File: src/rtl/moxie_wb_master.sv
// moxie_wb_master: round-robin Wishbone classic master shared by NCH client
// channels. It issues one registered single-beat transfer at a time. The
// requesting channel gets a one-cycle done pulse, flagged as an error when
// the slave signals err or the slave stays silent for TIMEOUT cycles.
module moxie_wb_master #(
  parameter int AW      = 32,
  parameter int DW      = 32,
  parameter int NCH     = 2,
  parameter int TIMEOUT = 255,
  localparam int SW     = DW / 8
) (
  input  logic              clk_i,
  input  logic              rst_i,
  // client channels
  input  logic [NCH-1:0]    req_i,
  input  logic [NCH-1:0]    we_i,
  input  logic [NCH*AW-1:0] adr_i,
  input  logic [NCH*DW-1:0] dat_i,
  input  logic [NCH*SW-1:0] sel_i,
  output logic [NCH-1:0]    gnt_o,
  output logic [NCH-1:0]    done_o,
  output logic [NCH-1:0]    err_o,
  output logic [DW-1:0]     rdat_o,
  // wishbone bus
  output logic [AW-1:0]     wb_adr_o,
  output logic [DW-1:0]     wb_dat_o,
  output logic [SW-1:0]     wb_sel_o,
  output logic              wb_we_o,
  output logic              wb_cyc_o,
  output logic              wb_stb_o,
  input  logic [DW-1:0]     wb_dat_i,
  input  logic              wb_ack_i,
  input  logic              wb_err_i
);

  // Channel index width. The pick arithmetic below needs at least one bit,
  // so a single-channel build still gets a 1-bit index.
  localparam int LW = (NCH > 1) ? $clog2(NCH) : 1;
  localparam int TW = (TIMEOUT > 0) ? $clog2(TIMEOUT + 1) : 1;
  // A transfer times out on the silent cycle in which the counter would
  // reach TIMEOUT. The counter is 0 on the first BUS cycle, so the strobe
  // stays high for exactly TIMEOUT cycles.
  localparam logic [TW-1:0] TO_LAST = TW'((TIMEOUT > 0) ? TIMEOUT - 1 : 0);

  typedef enum logic {
    IDLE = 1'b0,
    BUS  = 1'b1
  } state_t;

  state_t          state_q;
  logic [LW-1:0]   last_q;
  logic [LW-1:0]   cur_q;
  logic [TW-1:0]   tmo_q;

  logic            pick_valid;
  logic [LW-1:0]   pick_idx;

  // Per-channel views of the packed client buses.
  logic [AW-1:0]   adr_a [NCH];
  logic [DW-1:0]   dat_a [NCH];
  logic [SW-1:0]   sel_a [NCH];

  for (genvar g = 0; g < NCH; g++) begin : g_unpack
    assign adr_a[g] = adr_i[g*AW +: AW];
    assign dat_a[g] = dat_i[g*DW +: DW];
    assign sel_a[g] = sel_i[g*SW +: SW];
  end

  // Round-robin search: the first requesting channel after the last granted one.
  always_comb begin
    logic [LW:0]   sum;
    logic [LW-1:0] cand;
    // NOTE: every variable written here gets a default first, so no path
    // through the block can leave a value held over, which would infer a latch.
    pick_valid = 1'b0;
    pick_idx   = '0;
    sum        = '0;
    cand       = '0;
    for (int i = 1; i <= NCH; i++) begin
      sum  = {1'b0, last_q} + (LW+1)'(i);
      if (sum >= (LW+1)'(NCH)) sum = sum - (LW+1)'(NCH);
      cand = sum[LW-1:0];
      if (!pick_valid && req_i[cand]) begin
        pick_valid = 1'b1;
        pick_idx   = cand;
      end
    end
  end

  // Combinational grant: only in IDLE, and never while reset is held.
  always_comb begin
    gnt_o = '0;
    if (rst_i && (state_q == IDLE) && pick_valid) gnt_o = NCH'(1) << pick_idx;
  end

  // Transfer engine: arbitration, bus fields, timeout counter and completion.
  always_ff @(posedge clk_i or negedge rst_i) begin
    if (!rst_i) begin
      state_q  <= IDLE;
      last_q   <= LW'(NCH - 1);
      cur_q    <= '0;
      tmo_q    <= '0;
      wb_adr_o <= '0;
      wb_dat_o <= '0;
      wb_sel_o <= '0;
      wb_we_o  <= 1'b0;
      wb_cyc_o <= 1'b0;
      wb_stb_o <= 1'b0;
      rdat_o   <= '0;
      done_o   <= '0;
      err_o    <= '0;
    end else begin
      // NOTE: state is updated with non-blocking assignments only. Every
      // right-hand side therefore reads the pre-edge value, whatever the
      // statement order in this block.
      done_o <= '0;
      err_o  <= '0;
      unique case (state_q)
        IDLE: begin
          if (pick_valid) begin
            wb_adr_o <= adr_a[pick_idx];
            wb_dat_o <= dat_a[pick_idx];
            wb_sel_o <= sel_a[pick_idx];
            wb_we_o  <= we_i[pick_idx];
            wb_cyc_o <= 1'b1;
            wb_stb_o <= 1'b1;
            cur_q    <= pick_idx;
            last_q   <= pick_idx;
            tmo_q    <= '0;
            state_q  <= BUS;
          end
        end
        BUS: begin
          if (wb_err_i) begin
            // An err on the bus overrides a simultaneous ack.
            done_o   <= NCH'(1) << cur_q;
            err_o    <= NCH'(1) << cur_q;
            wb_cyc_o <= 1'b0;
            wb_stb_o <= 1'b0;
            state_q  <= IDLE;
          end else if (wb_ack_i) begin
            done_o   <= NCH'(1) << cur_q;
            if (!wb_we_o) rdat_o <= wb_dat_i;
            wb_cyc_o <= 1'b0;
            wb_stb_o <= 1'b0;
            state_q  <= IDLE;
          end else if ((TIMEOUT != 0) && (tmo_q == TO_LAST)) begin
            done_o   <= NCH'(1) << cur_q;
            err_o    <= NCH'(1) << cur_q;
            wb_cyc_o <= 1'b0;
            wb_stb_o <= 1'b0;
            state_q  <= IDLE;
          end else begin
            tmo_q <= tmo_q + TW'(1);
          end
        end
        default: state_q <= IDLE;
      endcase
    end
  end

endmodule

File: config.mk
export PLATFORM = sky130hd
export DESIGN_NAME = moxie_wb_master
export DESIGN_NICKNAME = d
export VERILOG_FILES = /design/src/rtl/moxie_wb_master.sv
export SDC_FILE = /design/constraint.sdc
export NUM_CORES = 1
export LEC_CHECK = 0
export BUFFER_PORTS_ARGS = -buffer_cell sky130_fd_sc_hd__buf_4
export CAP_MARGIN = 15
export CORE_AREA = 2 2 112 114
export CTS_BUF_LIST = sky130_fd_sc_hd__clkbuf_4
export CTS_CLUSTER_SIZE = 20
export DETAILED_ROUTE_END_ITERATION = 7
export DIE_AREA = 0 0 114 116
export PLACE_DENSITY = 0.88
export SLEW_MARGIN = 20
export SYNTH_ARGS = -nofsm -noshare
export SYNTH_HDL_FRONTEND = slang
export SYNTH_SLANG_ARGS = --single-unit
File: constraint.sdc
create_clock -name clk_i -period 2.5 [get_ports clk_i]
set_input_delay 0.125 -clock clk_i [delete_from_list [all_inputs] [get_ports clk_i]]
set_output_delay 0.125 -clock clk_i [all_outputs]
set_load 0.02 [all_outputs]
After elaboration in Yosys (flattened, before gate mapping):

Index checks and enable logic that the tools add are counted.

* register bits: 117
* latch bits: 0
* RAM bits: 0
* memory bits (read-only): 0
* input port bits: 176
* output and inout bits: 109
* logic and storage cells: 87
* memories: 0

* $add $sub $neg: 5
* multiply operators: 0
* divide/modulo/power cells: 0
* order comparisons: 6
* equal/unequal tests: 6
* shift operators: 2
* muxes and demuxes: 44
* bitwise operators: 4
* reduce and logical (&&, ||, !) cells: 8

Operators by type and width (count)
* $mux W32: 6
* $mux W8: 4
* $mux W1: 20
* $mux W2: 8
* $pmux W8 S2: 1
* $mux W4: 3
* $add A8 B1 Y8 const B: 1
* $eq A8 B8 Y1 const B: 1
* $ne A2 B2 Y1 const B: 4
* $reduce_and A4 Y1: 2
* $ge A2 B2 Y1 const B: 3
* $lt A1 B2 Y1 const B: 3
* $ne A4 B3 Y1 const B: 1
* $pmux W1 S2: 2
* $reduce_and A2 Y1: 2
* $shl A1 B1 Y2 const A: 2
* $logic_and A1 B1 Y1: 3
* $not A1 Y1: 3
* $add A1 B1 Y2 const B: 1
* $add A1 B2 Y2 const B: 1
* $not A1 Y2: 1
* $sub A1 B1 Y1 const B: 2
* $logic_not A1 Y1: 1

Logic depth before layout (Yosys ltp):

Gate-level depths: netlist of run 1.

* depth after elaboration: 13
* mapped depth: 7

Worst setup path before layout of run 1:

No wires, ideal clock.

* kind: register -> register
* start point: reg tmo_q[0]
* end point: reg tmo_q[5]
* library setup time: 0.121 ns
* arrival time: 1.436 ns
* required time: 2.379 ns
* setup slack: 0.943 ns
* stages on the path, launching flop included: 7
* buffers on the path: 0
* cells stage by stage: dfrtp_1 > inv_1 > ha_1 > nand4_1 > o32ai_4 > inv_2 > a22o_1

* longest elaborated chain between the ends: 5
* elaborated cells on any way between the ends: 8

RTL lines
* start, declared: RTL line 53 `logic [TW-1:0] tmo_q;`
* start signal, assigned: RTL line 154 `tmo_q <= tmo_q + TW'(1);`
* $add A8 B1 Y8: RTL line 154
* $mux W8: RTL line 147 `end else if ((TIMEOUT != 0) && (tmo_q == TO_LAST)) begin`
* $mux W8: RTL line 141 `end else if (wb_ack_i) begin`
* $mux W8: RTL line 134 `if (wb_err_i) begin`
* $pmux W8 S2: RTL line 118 `unique case (state_q)`

Parallel ways exist; a longest one is shown, timed or not. The select of a mux whose other input is x is not followed.
A chain may end at the register's enable or synchronous reset.

Worst setup path in the final report of run 1:

* start point: reg state_q
* end point: reg wb_dat_o[1]

* longest elaborated chain between the ends: 2

RTL lines
* start, declared: RTL line 50 `state_t state_q;`
* start signal, assigned: RTL line 99 `state_q <= IDLE;`
* start signal, assigned: RTL line 130 `state_q <= BUS;`
* start signal, assigned: RTL line 140 `state_q <= IDLE;`
* $not A1 Y1 (no line)
* $reduce_and A2 Y1 (no line)
* end signal, assigned: RTL line 122 `wb_dat_o <= dat_a[pick_idx];`
* end, declared: RTL line 26 `output logic [DW-1:0] wb_dat_o,`

No other way between the ends.

==> results of run 1 <==
## worst max-delay path: stages (launching register included)
cell	delay, ns
dfrtp_1	0.52
o21ba_4	0.33
buf_6	0.42
nor2_1	0.11
a31oi_1	0.20
dlygate4sd3_1	0.57
## cell usage after synthesis
| library cell | number | area (um2) |
|---|---|---|
| a21oi_1 | 1 | 5.00 |
| a22o_1 | 2 | 17.5 |
| a31oi_1 | 70 | 438 |
| and2_1 | 1 | 6.26 |
| and2_2 | 2 | 15.0 |
| and3_1 | 1 | 6.26 |
| and3_2 | 1 | 7.51 |
| buf_2 | 9 | 45.0 |
| buf_4 | 3 | 22.5 |
| buf_6 | 4 | 45.0 |
| clkbuf_1 | 20 | 75.1 |
| dfrtp_1 | 116 | 2900 |
| dfstp_2 | 1 | 26.3 |
| ha_1 | 2 | 25.0 |
| inv_1 | 2 | 7.51 |
| inv_2 | 1 | 3.75 |
| inv_6 | 1 | 8.76 |
| mux2_2 | 2 | 22.5 |
| mux2_4 | 30 | 450 |
| mux2i_1 | 2 | 20.0 |
| nand2_1 | 147 | 552 |
| nand2b_1 | 1 | 6.26 |
| nand3_1 | 4 | 20.0 |
| nand4_1 | 1 | 6.26 |
| nor2_1 | 75 | 282 |
| nor3_1 | 1 | 5.00 |
| nor3b_2 | 1 | 12.5 |
| nor4_1 | 1 | 6.26 |
| nor4_2 | 1 | 12.5 |
| nor4b_4 | 1 | 23.8 |
| o21a_1 | 1 | 7.51 |
| o21ai_0 | 8 | 40.0 |
| o21ai_2 | 1 | 8.76 |
| o21ba_2 | 1 | 10.0 |
| o22ai_1 | 1 | 6.26 |
| o31ai_1 | 3 | 22.5 |
| o32ai_4 | 1 | 27.5 |
| or3_1 | 1 | 6.26 |
| xnor2_1 | 1 | 8.76 |
## layout by cell type (no fill, tap or decap), drive strengths merged, types with 3 or more instances in the layout
| master | n |
|---|---|
| and2 | 3 |
| o21ai | 9 |
| o31ai | 3 |
| dfrtp | 116 |
| buf | 292 |
| nor2 | 75 |
| nand2 | 147 |
| a31oi | 70 |
| inv | 4 |
| clkbuf | 17 |
| clkinv | 9 |
| mux2 | 32 |
| bufinv | 3 |
| nand3 | 4 |
| dlygate4sd3 | 176 |
## flip-flops by register name, indices dropped and copies added (netlist names)
| register | flops |
|---|---|
| wb_we_o | 1 |
| wb_stb_o | 1 |
| err_o | 2 |
| rdat_o | 32 |
| wb_dat_o | 32 |
| done_o | 2 |
| wb_sel_o | 4 |
| last_q | 1 |
| tmo_q | 8 |
| cur_q | 1 |
| wb_adr_o | 32 |
| state_q | 1 |
## power breakdown
group	internal [W]	leakage, nW	switching [W]	total (W)
Sequential	0.00256	1.37	0.000489	0.00305
Clock	0.000663	0.147	0.000714	0.00138
Combinational	0.00220	2.98	0.00214	0.00434
## path summary, 6_finish.rpt
check,cells past startpoint,endpoint,from
setup / recovery,5,wb_dat_o[1]$_DFFE_PN0P_,state_q$_DFF_PN0_
hold / removal,4,tmo_q[7]$_DFFE_PN0P_,req_i[1]
setup reg to reg,5,wb_dat_o[1]$_DFFE_PN0P_,state_q$_DFF_PN0_
hold reg to reg,1,done_o[0]$_DFF_PN0_,cur_q$_DFFE_PN0P_
max in group asynchronous,3,wb_sel_o[1]$_DFFE_PN0P_,rst_i
min in group asynchronous,2,tmo_q[5]$_DFFE_PN0P_,rst_i
## per-stage QoR
step	worst slack [ns]	cells
2_1_floorplan	0.943	522
3_3_place_gp	0.790	925
3_5_place_dp	0.729	925
4_1_cts	0.177	1131
5_1_grt	0.131	1131
6_report	0.240	1132
## what timing repair did
action                     in CTS  in global routing
hold endpoints to repair      151                  0
gates resized for setup         0                  2
hold buffers                  176                  0
setup endpoints to repair       0                 13
## metal layers
metal | vias up | wire length, um
met3 | 81 | 1840
met5 | - | 0
met4 | 0 | 869
met2 | 367 | 11200
met1 | 2828 | 7780
li1 | 2681 | -
## final cells by class
cell class | instances | area [um2] | share of cell area (%)
timing repair buffer | 468 | 4010 | 42.2
sequential | 117 | 2930 | 30.8
multi-input combinational | 365 | 2090 | 22.0
tap | 147 | 184 | 1.94
clock inverter | 13 | 141 | 1.49
clock buffer | 17 | 128 | 1.34
inverter | 4 | 20.0 | 0.211
antenna | 1 | 2.50 | 0.0263
## cell families after synthesis
family / share of synthesized area, %
AO/OA/AOI/OAI: 11.2
XOR/XNOR: 0.168
AND/OR/NAND/NOR: 18.6
buffers and inverters: 3.98
flip-flops: 56.2
multiplexers: 9.46
adder cells (fa/ha/maj): 0.480
==> flow_metrics.env, run 1 <==
export IMPL_status="finished, final reports clean"
export IMPL_tightest_slew_ns=0.598
export IMPL_wl_per_cell_um=19.2
export IMPL_skew_ns=0.0141
export IMPL_maxSlewViolCount=0
export IMPL_coreArea_um2=11900
export IMPL_drc=0
export IMPL_max_slew_margin_pct=60.1
export IMPL_syn_area_um2=5210
export IMPL_vias_per_cell=5.26
export IMPL_cts_buffer_depth=2
export IMPL_syn_nets=700
export IMPL_startpoint_type="flop"
export IMPL_placed_area_um2=7460
export IMPL_ys_ff_latch=117
export IMPL_use_met3_pct=9.52
export IMPL_drv_cap=0
export IMPL_grt_setup_unrepaired="no"
export IMPL_antenna_found_initial=0
export IMPL_pin_count=285
export IMPL_finalPower_w=0.00877
export IMPL_tritoncts="done"
export IMPL_fin_nets=1151
export IMPL_grt_use_total_pct=32.4
export IMPL_numCtsBuffers=17
export IMPL_dr_pass1_iters=5
export IMPL_syn_inst=522
export IMPL_start_util_pct=43.8
export IMPL_port_buffers=284
export IMPL_htree_num_levels=4
export IMPL_fin_crit_ns=2.26
export IMPL_die_area_um2=13200
export IMPL_grt_pass1_wl_um=32700
export IMPL_final_area_um2=9500
export IMPL_rows=40
export IMPL_postRouteAntennaNets=0
export IMPL_die_w_um=114
export IMPL_ys_seq_area_share_pct=56.2
export IMPL_fmax_ghz=0.442
export IMPL_timing_hold_ws_ns=0.104
export IMPL_grt_use_met1_pct=35.9
export IMPL_finalSetupTns_ns=0
export IMPL_cp_max_fo=70
export IMPL_drive_above_1_share_pct=37.0
export IMPL_top_usage_layer="met2"
export IMPL_cts_root_buf="clkbuf_4"
export IMPL_ys_warn_count=0
export IMPL_gp_congestion=0.846
export IMPL_critPathKind="reg -> reg"
export IMPL_vias=5957
export IMPL_wl_um=21700
export IMPL_fillers=645
export IMPL_hold_class="in -> reg"
export IMPL_setup_viol_count_final=0
export IMPL_cts_setup_buffers=0
export IMPL_drt_iter0_drc=462
export IMPL_syn2layout_area_growth_pct=82.3
export IMPL_cp_end_kind="flop"
export IMPL_grt_start_max_net_pins=77
export IMPL_place_hpwl_um=11300
export IMPL_critical_path_arrival_ns=2.72
export IMPL_peakVddDrop_uv=632
export IMPL_hold_viol=0
export IMPL_grt_pass1_vias=6259
export IMPL_clock_latency_ns=0.52
export IMPL_power_density_nw_per_um2=922
export IMPL_clk_pin_slew_ns=0.11
export IMPL_use_met2_pct=57.9
export IMPL_regToRegSetupSlack_ns=0.24
export IMPL_synth_distinct_cells=39
export IMPL_globalRoute_totalOverflow=0
export IMPL_p_leak_nw=4.50
export IMPL_crit_required_ns=2.96
export IMPL_cts_sinks=117
export IMPL_utilization_pct=79.8
export IMPL_die_y_um=116
export IMPL_syn_area_per_cell_um2=9.99
export IMPL_fin_crit_sh_pct=90.4
Note: power is estimated with default switching activity, not from simulation.
==> inputs of run 2 (changes only) <==
--- a/config.mk
+++ b/config.mk
@@ -7,12 +7,11 @@
 export LEC_CHECK = 0
 export BUFFER_PORTS_ARGS = -buffer_cell sky130_fd_sc_hd__buf_4
 export CAP_MARGIN = 15
-export CORE_AREA = 2 2 112 114
+export CORE_UTILIZATION = 45
 export CTS_BUF_LIST = sky130_fd_sc_hd__clkbuf_4
 export CTS_CLUSTER_SIZE = 20
 export DETAILED_ROUTE_END_ITERATION = 7
-export DIE_AREA = 0 0 114 116
-export PLACE_DENSITY = 0.88
+export PLACE_DENSITY = 0.82
 export SLEW_MARGIN = 20
 export SYNTH_ARGS = -nofsm -noshare
 export SYNTH_HDL_FRONTEND = slang
==> run 2 against run 1 <==
Sequential share of layout area is 0.077 points lower. Clock-buffer cell count is 1 higher. Sequential power hardly changed. Combinational power hardly changed. Die area is 9.1% lower. Critical path depth is 1 higher. Power is 0.79% higher. Maximum frequency is 5.2% lower. Critical path type unchanged.
==> flow_metrics.env, run 2 (synthesis results as in run 1) <==
export IMPL_tritoncts="done"
export IMPL_grt_pass1_vias=6346
export IMPL_rows=38
export IMPL_antenna_found_initial=1
export IMPL_grt_setup_unrepaired="no"
export IMPL_port_buffers=284
export IMPL_start_util_pct=47.1
export IMPL_dr_pass1_iters=6
export IMPL_globalRoute_totalOverflow=0
export IMPL_cp_end_kind="flop"
export IMPL_vias_per_cell=5.44
export IMPL_power_density_nw_per_um2=927
export IMPL_hold_viol=0
export IMPL_fillers=499
export IMPL_cts_root_buf="clkbuf_4"
export IMPL_die_w_um=110
export IMPL_wl_um=22000
export IMPL_status="finished, final reports clean"
export IMPL_drive_above_1_share_pct=37.0
export IMPL_cts_sinks=117
export IMPL_fin_crit_sh_pct=95.3
export IMPL_cts_buffer_depth=2
export IMPL_layout_common_cells="buf_4, dlygate4sd3_1, nand2_1, dfrtp_1, nor2_1"
export IMPL_postRouteAntennaNets=0
export IMPL_fmax_ghz=0.420
export IMPL_largestRegisters="rdat_o x32, wb_adr_o x32, wb_dat_o x32"
export IMPL_hold_class="in -> reg"
export IMPL_crit_required_ns=2.95
export IMPL_drv_cap=0
export IMPL_skew_ns=0.0138
export IMPL_p_leak_nw=4.51
export IMPL_utilization_pct=86.0
export IMPL_grt_start_max_net_pins=83
export IMPL_htree_num_levels=4
export IMPL_critPathKind="reg -> reg"
export IMPL_grt_use_total_pct=37.1
export IMPL_gp_congestion=0.862
export IMPL_pin_count=285
export IMPL_die_area_um2=12000
export IMPL_critical_path_arrival_ns=2.83
export IMPL_fin_crit_ns=2.38
export IMPL_startpoint_type="flop"
export IMPL_drt_iter0_drc=572
export IMPL_vias=6141
export IMPL_setup_viol_count_final=0
export IMPL_cp_max_fo=34
export IMPL_syn2layout_area_growth_pct=82.7
export IMPL_die_y_um=110
export IMPL_max_slew_margin_pct=61.6
export IMPL_min_path_cells=4
export IMPL_wl_per_cell_um=19.5
export IMPL_peakVddDrop_uv=746
export IMPL_numCtsBuffers=17
export IMPL_clk_pin_slew_ns=0.11
export IMPL_cts_setup_buffers=0
export IMPL_grt_pass1_wl_um=32900
export IMPL_finalSetupTns_ns=0
export IMPL_place_hpwl_um=11300
export IMPL_final_common_cell="buf_4"
export IMPL_fin_nets=1151
export IMPL_maxSlewViolCount=0
export IMPL_reg2reg_depth=6
export IMPL_tightest_slew_ns=0.573
export IMPL_clock_latency_ns=0.53
export IMPL_coreArea_um2=11100
export IMPL_drc=0
-- run 2: path summary, 6_finish.rpt --
kind | to | from | slack (ns)
setup reg to reg | wb_dat_o[28]$_DFFE_PN0P_ | last_q$_DFFE_PN1P_ | 0.12
hold reg to reg | tmo_q[7]$_DFFE_PN0P_ | tmo_q[7]$_DFFE_PN0P_ | 0.50
setup / recovery | wb_dat_o[28]$_DFFE_PN0P_ | last_q$_DFFE_PN1P_ | 0.12
max in group asynchronous | wb_adr_o[26]$_DFFE_PN0P_ | rst_i | 1.59
min in group asynchronous | wb_dat_o[6]$_DFFE_PN0P_ | rst_i | 0.12
hold / removal | tmo_q[7]$_DFFE_PN0P_ | req_i[1] | 0.1
-- run 2: routing by layer --
metal / part of all wire [%] / GRT usage, %
met1: 35 / 39.5
met2: 51 / 65.6
met3: 8.9 / 10.8
met4: 4.6 / 21.1
met5: 0 / 0
-- run 2: layout make-up --
type | instances | area [um2] | share of cell area [%]
tap | 140 | 175 | 1.84
clock inverter | 14 | 141 | 1.48
sequential | 117 | 2930 | 30.7
timing repair buffer | 467 | 4020 | 42.2
inverter | 4 | 20.0 | 0.210
multi-input combinational | 366 | 2100 | 22.0
antenna | 3 | 7.51 | 0.0788
clock buffer | 18 | 135 | 1.42
-- run 2: repair_timing --
action,4_1_cts,5_1_grt
hold buffers,176,0
endpoints found under the hold margin,147,0
setup endpoints to repair,0,9
gates resized for setup,0,1
-- run 2: power breakdown --
| group | switching [W] | total, W | leakage, nW | internal, W |
|---|---|---|---|---|
| logic | 0.00213 | 0.00435 | 2.98 | 0.00222 |
| registers | 0.000507 | 0.00307 | 1.37 | 0.00256 |
| clock network | 0.000743 | 0.00142 | 0.153 | 0.000678 |
| total | 0.00338 | 0.00884 | 4.51 | 0.00545 |
-- run 2: critical path: stages, from the launching register on --
cell           delay (ns)
dfstp_2              0.56
nand2_1              0.09
nand2_2              0.44
buf_12               0.27
nand2_1              0.08
a31oi_1              0.23
dlygate4sd3_1        0.60
-- run 2: stage by stage --
| step | setup WS [ns] | total power [W] | cell area [um2] | hold slack (ns) | cells |
|---|---|---|---|---|---|
| 4_1_cts | 0.183 | 0.00853 | 9510 | 0.0247 | 1125 |
| 6_report | 0.117 | 0.00884 | 9530 | 0.0955 | 1129 |
| 2_1_floorplan | 0.943 | 0.00487 | 5210 | -0.171 | 522 |
| 3_3_place_gp | 0.812 | 0.00639 | 7470 | 0.127 | 917 |
| 3_5_place_dp | 0.707 | 0.00652 | 7470 | 0.132 | 917 |
| 5_1_grt | 0.0233 | 0.00922 | 9520 | 0.0836 | 1127 |
==> inputs of run 3 (changes only) <==
--- a/config.mk
+++ b/config.mk
@@ -11,6 +11,7 @@
 export CTS_BUF_LIST = sky130_fd_sc_hd__clkbuf_4
 export CTS_CLUSTER_SIZE = 20
 export DETAILED_ROUTE_END_ITERATION = 7
+export GPL_TIMING_DRIVEN = 0
 export PLACE_DENSITY = 0.82
 export SLEW_MARGIN = 20
 export SYNTH_ARGS = -nofsm -noshare
==> run 3 against run 2 <==
Clock skew increased by 0.018 ns. Sequential share of layout area decreased by 0.33 points. Via count increased by 4.4%. First-iteration DRC count decreased by 5.4%. Final area increased by 1.1%. Non-clock buffer count increased by 29. Die area unchanged. Combinational power increased by 3%. Register-to-register slack got worse by 0.11 ns. Sequential cell count unchanged. Critical path type unchanged.
==> flow_metrics.env, run 3 (synthesis results as in run 1) <==
export IMPL_wl_um=24000
export IMPL_die_w_um=110
export IMPL_globalRoute_totalOverflow=0
export IMPL_peakVddDrop_uv=755
export IMPL_cp_max_fo=10
export IMPL_dr_pass1_iters=5
export IMPL_grt_pass1_vias=6813
export IMPL_vias=6412
export IMPL_grt_pass1_wl_um=36100
export IMPL_rows=38
export IMPL_drt_iter0_drc=541
export IMPL_maxSlewViolCount=0
export IMPL_wl_per_cell_um=20.8
export IMPL_highest_layer="met4"
export IMPL_die_area_um2=12000
export IMPL_tritoncts="done"
export IMPL_slowest_delay_ns=0.58
export IMPL_skew_ns=0.0318
export IMPL_power_density_nw_per_um2=950
export IMPL_fin_crit_sh_pct=99.9
export IMPL_multi_input_area_um2=2080
export IMPL_port_buffers=284
export IMPL_p_leak_nw=4.57
export IMPL_rr_startpoint="last_q$_DFFE_PN1P_"
export IMPL_htree_num_levels=4
export IMPL_fin_nets=1179
export IMPL_cts_sinks=117
export IMPL_critPathKind="reg -> reg"
export IMPL_p_clk_share_pct=17.5
export IMPL_switching_share_pct=38.9
export IMPL_final_common_cell="buf_4"
export IMPL_dr_wl_met2_um=12100
export IMPL_regToRegSetupSlack_ns=0.003
export IMPL_p_comb_share_pct=49.0
export IMPL_fillers=489
export IMPL_vias_per_cell=5.55
export IMPL_place_hpwl_um=12600
export IMPL_hold_class="in -> async"
export IMPL_p_int_w=0.00559
export IMPL_met3_length_um=2160
export IMPL_coreArea_um2=11100
export IMPL_largestRegisters="rdat_o x32, wb_adr_o x32, wb_dat_o x32"
export IMPL_grt_use_total_pct=41.1
export IMPL_fmax_ghz=0.400
export IMPL_hold_viol=0
export IMPL_setup_viol_count_final=0
export IMPL_cp_end_kind="flop"
export IMPL_syn2layout_area_growth_pct=84.7
export IMPL_antenna_found_initial=1
export IMPL_drc=0
export IMPL_path_cells="nand2_1 -> nand2_1 -> buf_1 -> nand2_1 -> a31oi_1 -> dlygate4sd3_1"
export IMPL_startpoint_type="flop"
export IMPL_cpMostUsedCell="nand2_1"
export IMPL_crit_required_ns=2.97
export IMPL_wl_met1_um=8300
export IMPL_numCtsBuffers=17
export IMPL_critical_path_arrival_ns=2.97
export IMPL_clock_latency_ns=0.53
export IMPL_drv_cap=0
export IMPL_status="finished, final reports clean"
export IMPL_max_slew_margin_pct=38.0
export IMPL_grt_start_max_net_pins=120
export IMPL_grt_setup_unrepaired="yes"
export IMPL_layout_common_cells="buf_4, dlygate4sd3_1, nand2_1, dfrtp_1, nor2_1"
export IMPL_cts_buffer_depth=2
export IMPL_seqCellArea_um2=2930
export IMPL_p_switching_w=0.00356
export IMPL_postRouteAntennaNets=0
export IMPL_timing_hold_ws_ns=0.303
export IMPL_reg2reg_depth=6
export IMPL_gp_congestion=0.858
export IMPL_die_y_um=110
export IMPL_tightest_slew_ns=0.930
export IMPL_pin_count=285
export IMPL_sequentialPowerShare_pct=33.5
export IMPL_cts_root_buf="clkbuf_4"
export IMPL_cp_slowest_cell="dfstp_2"
export IMPL_clk_pin_slew_ns=0.13
export IMPL_drive_above_1_share_pct=37.7
export IMPL_start_util_pct=47.1
export IMPL_timing_rr_end="wb_dat_o[13]$_DFFE_PN0P_"
export IMPL_finalSetupTns_ns=0
export IMPL_fin_crit_ns=2.50
==> run 3: cell types whose count changed in the layout (fill, tap and decap cells not counted), sizes merged <==
| cell | delta |
|---|---|
| clkbuf | +19 |
| buf | +10 |
| clkinv | -5 |
| clkinvlp | +3 |
| diode | -2 |
| bufinv | +1 |
| dlygate4sd3 | +1 |
| o21ba | -1 |
==> run 3: power groups by stage <==
| stage | clock network [W] | registers [W] | logic [W] |
|---|---|---|---|
| after CTS | 0.00157 | 0.00297 | 0.00424 |
| after detailed placement | 0 | 0.00300 | 0.00357 |
| after global placement | 0 | 0.00295 | 0.00350 |
| final | 0.00161 | 0.00307 | 0.00448 |
| after global routing | 0.00168 | 0.00312 | 0.00470 |
| after floorplan | 0 | 0.00374 | 0.00112 |
==> run 3: final cells by class <==
cell class	instances	area share (%)
timing repair buffer	461	40.6
sequential	117	30.4
multi-input combinational	365	21.6
buffer	35	1.99
clock inverter	13	1.90
tap	140	1.82
clock buffer	19	1.48
inverter	4	0.208
antenna	1	0.0260
==> run 3: stage by stage <==
step	instances	instance area (um2)	util [%]	setup slack, ns	power, W
after global routing	1155	9630	86.9	-0.00804	0.00950
after global placement	946	7520	67.9	0.551	0.00644
after detailed placement	946	7520	67.9	0.547	0.00657
after CTS	1154	9620	86.8	0.0571	0.00878
final	1155	9630	86.9	0.00303	0.00915
after floorplan	522	5210	-	0.943	0.00487
==> run 3: worst max-delay path: cells and delay by family, from the launching register on <==
| family | cells | cell delay, ns |
|---|---|---|
| buffers and inverters | 2 | 1.02 |
| AOI/OAI and AO/OA | 1 | 0.22 |
| DFF | 1 | 0.58 |
| and+or+nand+nor | 3 | 0.62 |
==> run 3: worst max path at each step <==
stage | end | start | slack (ns) | depth (start not counted)
after floorplan | tmo_q[5]$_DFFE_PN0P_ | tmo_q[0]$_DFFE_PN0P_ | 0.94 | 6
after global placement | gnt_o[1] | last_q$_DFFE_PN1P_ | 0.55 | 6
after detailed placement | gnt_o[1] | last_q$_DFFE_PN1P_ | 0.55 | 6
after CTS | gnt_o[0] | last_q$_DFFE_PN1P_ | 0.06 | 5
after global routing | wb_adr_o[1]$_DFFE_PN0P_ | last_q$_DFFE_PN1P_ | -0.008 | 6
final | wb_dat_o[13]$_DFFE_PN0P_ | last_q$_DFFE_PN1P_ | 0.003 | 6
==> run 3: per-layer routing <==
metal	global-route usage (%)	vias up
met2	70.2	454
met1	44.5	3099
met4	27.5	0
li1	-	2733
met5	0	-
met3	11.4	126
==> run 3: repair_timing <==
action | in CTS | in global routing
gates resized for setup | 0 | 14
setup buffers | 0 | 0
endpoints found under the setup margin | 1 | 32
hold endpoints to repair | 227 | 0
hold buffers | 177 | 0
